[config.mk]
export PLATFORM = sky130hd
export DESIGN_NAME = add_subb_ser
export DESIGN_NICKNAME = d
export VERILOG_FILES = /design/src/rtl/add_subb_ser_pkg.sv /design/src/rtl/add_subb_digit.sv /design/src/rtl/add_subb_ser.sv
export VERILOG_INCLUDE_DIRS = /design/src /design/src/rtl
export SDC_FILE = /design/constraint.sdc
export NUM_CORES = 1
export LEC_CHECK = 0
export CORE_ASPECT_RATIO = 1.5
export CORE_UTILIZATION = 51
export DETAILED_ROUTE_END_ITERATION = 7
export PLACE_DENSITY = 0.78
export RECOVER_POWER = 25
export SLEW_MARGIN = 25
export SYNTH_ARGS = -nofsm -noshare
export SYNTH_HDL_FRONTEND = slang
export SYNTH_SLANG_ARGS = --single-unit
[constraint.sdc]
create_clock -name clk -period 3.06 [get_ports clk]
set_input_delay 0.306 -clock clk [delete_from_list [all_inputs] [get_ports clk]]
set_output_delay 0.306 -clock clk [all_outputs]
set_load 0.01 [all_outputs]
[src/rtl/add_subb_defs.vh]
// Shared encodings for the serial add/subtract block: FSM state codes and
// the width of the inter-digit carry register.
`ifndef ADD_SUBB_DEFS_VH
`define ADD_SUBB_DEFS_VH

localparam logic [1:0] ST_IDLE = 2'd0;
localparam logic [1:0] ST_RUN  = 2'd1;
localparam logic [1:0] ST_DONE = 2'd2;

// Carry between digits can reach 2 (two inverted operands each add a +1).
localparam int CARRY_W = 2;

`endif

[src/rtl/add_subb_ser_pkg.sv]
// Package for add_subb_ser: state type built on the shared header encodings
// and a helper for the digit-counter width.
package add_subb_ser_pkg;

  `include "add_subb_defs.vh"

  typedef enum logic [1:0] {
    IDLE = ST_IDLE,
    RUN  = ST_RUN,
    DONE = ST_DONE
  } state_t;

  // Counter must hold the value N without wrapping.
  function automatic int cnt_width(input int n);
    return $clog2(n + 1);
  endfunction

endpackage

[src/rtl/add_subb_digit.sv]
// One D-bit digit slice of the serial adder: D-bit operands plus a carry of
// 0..2 in, D-bit sum and a carry of 0..2 out.
module add_subb_digit
  import add_subb_ser_pkg::*;
#(
  parameter int D = 2
) (
  input  logic [D-1:0]       x,
  input  logic [D-1:0]       y,
  input  logic [CARRY_W-1:0] cin,
  output logic [D-1:0]       sum,
  output logic [CARRY_W-1:0] cout
);

  logic [D+1:0] total;

  // Widest case 2*(2^D-1)+2 = 2^(D+1) still fits in D+2 bits.
  always_comb begin
    total = {2'b00, x} + {2'b00, y} + {{D{1'b0}}, cin};
    sum   = total[D-1:0];
    cout  = total[D+1:D];
  end

endmodule

[src/rtl/add_subb_ser.sv]
// Digit-serial signed add/subtract: {c,s} = (a^{W{subb_a}}) + (b^{W{subb_b}})
// + subb_a + subb_b, D bits per cycle, LSB first.
// Optional feature: define ADD_SUBB_SER_OVF_EN to add the signed-overflow output ovf.
module add_subb_ser
  import add_subb_ser_pkg::*;
#(
  parameter int W = 4,
  parameter int D = 2
) (
  input  logic         clk,
  input  logic         rst,
  input  logic         ena,
  input  logic         in_valid,
  output logic         in_ready,
  input  logic         subb_a,
  input  logic         subb_b,
  input  logic [W-1:0] a,
  input  logic [W-1:0] b,
  output logic         out_valid,
  input  logic         out_ready,
  output logic [W-1:0] s,
  output logic         c
`ifdef ADD_SUBB_SER_OVF_EN
  ,
  output logic         ovf
`endif
);

  localparam int N  = W / D;
  localparam int CW = cnt_width(N);

  if ((W % D) != 0 || D < 1) begin : g_bad_param
    $error("add_subb_ser: W must be a positive multiple of D");
  end

  // Handshake: operands transfer on an enabled edge with in_valid && in_ready;
  // the result transfers on an enabled edge with out_valid && out_ready.
  // in_ready is high only in IDLE, out_valid only in DONE, so the two never overlap.
  state_t             state;
  logic [W-1:0]       opa;
  logic [W-1:0]       opb;
  logic [CARRY_W-1:0] carry;
  logic [CW-1:0]      cnt;

  logic [D-1:0]       dig_a;
  logic [D-1:0]       dig_b;
  logic [D-1:0]       dig_sum;
  logic [CARRY_W-1:0] dig_cout;
  int                 lo;
  logic               last_digit;

  always_comb begin
    lo         = int'(cnt) * D;
    dig_a      = opa[lo +: D];
    dig_b      = opb[lo +: D];
    last_digit = (cnt == CW'(N - 1));
  end

  add_subb_digit #(.D(D)) u_digit (
    .x    (dig_a),
    .y    (dig_b),
    .cin  (carry),
    .sum  (dig_sum),
    .cout (dig_cout)
  );

`ifdef ADD_SUBB_SER_OVF_EN
  logic               ovf_hold;
  logic signed [W+1:0] ext_a;
  logic signed [W+1:0] ext_b;
  logic signed [W+1:0] ext_sum;
  logic               ovf_calc;

  // Exact signed (+/-a)+(+/-b) in W+2 bits; it fits W bits iff the top three agree.
  always_comb begin
    ext_a = {{2{a[W-1]}}, a};
    ext_b = {{2{b[W-1]}}, b};
    if (subb_a) ext_a = -ext_a;
    if (subb_b) ext_b = -ext_b;
    ext_sum  = ext_a + ext_b;
    ovf_calc = (ext_sum[W+1:W-1] != {3{ext_sum[W-1]}});
  end
`endif

  always_ff @(posedge clk) begin
    if (!rst) begin
      state     <= IDLE;
      opa       <= '0;
      opb       <= '0;
      carry     <= '0;
      cnt       <= '0;
      s         <= '0;
      c         <= 1'b0;
      in_ready  <= 1'b1;
      out_valid <= 1'b0;
`ifdef ADD_SUBB_SER_OVF_EN
      ovf_hold  <= 1'b0;
      ovf       <= 1'b0;
`endif
    end else if (ena) begin
      case (state)
        IDLE: begin
          if (in_valid) begin
            opa      <= a ^ {W{subb_a}};
            opb      <= b ^ {W{subb_b}};
            carry    <= {1'b0, subb_a} + {1'b0, subb_b};
            cnt      <= '0;
            in_ready <= 1'b0;
            state    <= RUN;
`ifdef ADD_SUBB_SER_OVF_EN
            ovf_hold <= ovf_calc;
`endif
          end
        end
        RUN: begin
          s[lo +: D] <= dig_sum;
          carry      <= dig_cout;
          cnt        <= cnt + 1'b1;
          if (last_digit) begin
            c         <= dig_cout[0];
            out_valid <= 1'b1;
            state     <= DONE;
`ifdef ADD_SUBB_SER_OVF_EN
            ovf       <= ovf_hold;
`endif
          end
        end
        DONE: begin
          if (out_ready) begin
            out_valid <= 1'b0;
            in_ready  <= 1'b1;
            state     <= IDLE;
          end
        end
        default: begin
          state     <= IDLE;
          in_ready  <= 1'b1;
          out_valid <= 1'b0;
        end
      endcase
    end
  end

endmodule

==> results.json, run 1 <==
{
  "status": "finished, final reports clean",
  "path_cells": "mux2i_1 -> nor2_1 -> ha_1 -> inv_1 -> fa_1 -> fa_1 -> xor2_1 -> nor2_1 -> or3_1 -> a21boi_1",
  "fmax_mhz": 358,
  "synth_top_cells_by_count": "dfxtp_1, nand2_1, o211a_1",
  "multi_input_comb_area_sq_um": 723,
  "cts_max_path_buffers": 2,
  "critPathKind": "flip-flop to flip-flop",
  "synth_cell_types": 35,
  "dieArea_sq_um": 2600,
  "die_height_um": 61.9,
  "numClockSinks": 21,
  "grt_max_degree": 22,
  "grt_pass1_vias": 898,
  "fillers": 206,
  "drtIter0Drc": 11,
  "nets": 181,
  "grt_pass1_wl_mm": 3.62,
  "crit_cells": 10,
  "ys_warn_count": 0,
  "wl_mm": 2.23,
  "grt.total_usage_pct": 18.4,
  "syn_inst": 138,
  "cts_hold_buf": 0,
  "clockRootBuffer": "clkbuf_4",
  "vias": 982,
  "setup_viol": 0,
  "cp_max_fo": 10,
  "p_switching_uw": 158,
  "hold_path_class": "flip-flop to flip-flop",
  "grt_antenna_before_repair": 0,
  "post_cts_buffers": 0,
  "cp_slowest_cell": "dfxtp_1",
  "swShare_pct": 28.0,
  "htreeDepth": 1,
  "clkSlewWorstSetupHoldPaths_ns": 0.12,
  "firstDrtPassIters": 4,
  "wire_per_inst_um": 12.5,
  "overflow": 0,
  "max-slew-margin-rel_pct": 49.9,
  "dp_hpwl_mm": 1.70,
  "regArea_sq_um": 420,
  "final_cell_area_sq_um": 1450,
  "routed_via_density": 5.52,
  "fin_setup_tns_ns": 0,
  "synth_seq_cells": 21,
  "synthFlopType": "dfxtp_1",
  "synth-edff-count": 0,
  "coreArea_sq_um": 2260,
  "cts_tree": "built",
  "row_count": 21,
  "crit_family": "adder cells",
  "route.detailed.drc": 0,
  "placed_area_sq_um": 1430,
  "async_flop_share_pct": 0,
  "cts_buffers": 3,
  "drive_gt1_share_pct": 5.16,
  "cp_data_arrival_time_ns": 3.05,
  "crit_path_end_kind": "flip-flop",
  "worst_pin_slew_ns": 0.751,
  "pwr-share-seq_pct": 53.8,
  "synth_top_area_share_pct": 34.4,
  "whs_path_depth": 2,
  "io_pins": 22,
  "clkLatencyLatePin_ns": 0.31,
  "p_leak_nw": 0.616,
  "yosysTopAreaCell": "dfxtp_1",
  "synth_area_leaders": "dfxtp_1, ha_1, o211a_1, nand2_1, xnor2_1",
  "antenna_cells": 0,
  "final-hold-violation-count": 0,
  "syn-num-nets": 163,
  "ir_drop_v": 0.000275,
  "drv_slew": 0,
  "syn_avg_cell_area_sq_um": 8.85,
  "finalCritPeriodShare_pct": 91.3,
  "start_util_pct": 54.0,
  "reg2reg_depth": 10,
  "slowest_delay_ns": 0.58,
  "crit_required_ns": 3.32,
  "fin_skew_ns": 0.00864,
  "ant_nets": 0,
  "critPathBufInv": 1,
  "netlist_area_sq_um": 1220,
  "yosysSeqAreaShare_pct": 34.4,
  "clkPwrFrac_pct": 24.1,
  "synth.most_common_cell": "dfxtp_1",
  "portBuffers": 21,
  "die_w_um": 42.0,
  "p_int_uw": 407,
  "power.density_nw_per_um2": 389,
  "area_delta_synth_final_pct": 18.9,
  "grt_setup_unrepaired": "no",
  "gp_congestion": 0.753,
  "period_needed_ns": 2.79,
  "cts_resized": 0,
  "power_frac_comb_pct": 22.1,
  "cap_violations": 0,
  "critPathLaunchType": "flip-flop"
}
-- final timing paths --
path	endpoint	from	slack, ns
min	s[1]$_SDFFE_PN0P_	s[1]$_SDFFE_PN0P_	0.47
max reg2reg	carry[0]$_SDFFE_PN0P_	cnt[0]$_SDFFE_PN0P_	0.27
min reg2reg	s[1]$_SDFFE_PN0P_	s[1]$_SDFFE_PN0P_	0.47
max	carry[0]$_SDFFE_PN0P_	cnt[0]$_SDFFE_PN0P_	0.27
-- cells by family after synthesis --
| family | share of synthesized area [%] |
|---|---|
| buffers and inverters | 6.35 |
| flip-flops | 34.4 |
| AO/OA/AOI/OAI | 19.6 |
| adder cells (fa/ha/maj) | 11.5 |
| multiplexers | 3.48 |
| AND/OR/NAND/NOR | 18.2 |
| XOR/XNOR | 6.46 |
-- metal layers --
metal	routed length (um)	global-route usage, %	share of wire (%)	vias up
li1	-	-	-	510
met1	978	20.0	44	450
met2	1160	34.8	52	17
met3	38	1.73	1.7	5
met4	52	11.1	2.3	0
met5	0	0	0	-
-- through the flow --
| stage | instances | hold slack [ns] | utilization [%] | power (mW) | setup WS, ns |
|---|---|---|---|---|---|
| global placement | 174 | 0.447 | 63.2 | 0.432 | 0.423 |
| detailed placement | 174 | 0.462 | 63.2 | 0.436 | 0.286 |
| finish | 178 | 0.472 | 64.2 | 0.565 | 0.266 |
| floorplan | 138 | 0.396 | - | 0.393 | 0.476 |
| CTS | 178 | 0.477 | 64.4 | 0.573 | 0.288 |
| global route | 178 | 0.497 | 64.2 | 0.597 | 0.107 |
-- flip-flops by register name (all words and copies together), names as in the netlist --
signal / cells
carry: 2
opb: 4
out_valid: 1
opa: 4
in_ready: 1
c: 1
cnt: 2
state: 2
s: 4
-- layout make-up --
| class | instances | area share [%] |
|---|---|---|
| Tap cell | 23 | 1.98 |
| Sequential cell | 21 | 29.0 |
| Clock inverter | 1 | 0.345 |
| Inverter | 8 | 2.07 |
| Multi-Input combinational cell | 99 | 49.8 |
| Timing Repair Buffer | 23 | 15.3 |
| Clock buffer | 3 | 1.55 |
-- cells in the final DEF (no fill, tap or decap), drive strengths merged, types with 2 or more instances in the layout --
cell           count
a21oi              6
clkdlybuf4s50     20
nor2b              2
nand4              2
nand2b             2
xnor2              8
dfxtp             21
inv                8
clkbuf             4
mux2i              2
nand4b             2
nor3b              3
nor2               6
nand2             20
mux2               2
o211a              9
fa                 2
o21ai              7
a21boi             6
ha                 8
-- tightest hold or removal path: stages, from the launching register on --
cell	delay, ns
dfxtp_1	0.33
nand2_1	0.05
a21boi_0	0.06
-- power by group through the flow --
stage          registers, mW  clock network [mW]  logic (mW)
6_report               0.304               0.136       0.125
3_5_place_dp           0.310                   0       0.125
4_1_cts                0.304               0.142       0.126
2_1_floorplan          0.303                   0      0.0906
3_3_place_gp           0.310                   0       0.122
5_1_grt                0.306               0.153       0.138
Note: power is estimated with default switching activity, not from simulation.
==> run 2, diff against run 1 <==
Settings changed: CAP_MARGIN from default to 20.
==> results of run 2 <==
The final DEF is identical to that of run 1; final timing and power are the same.
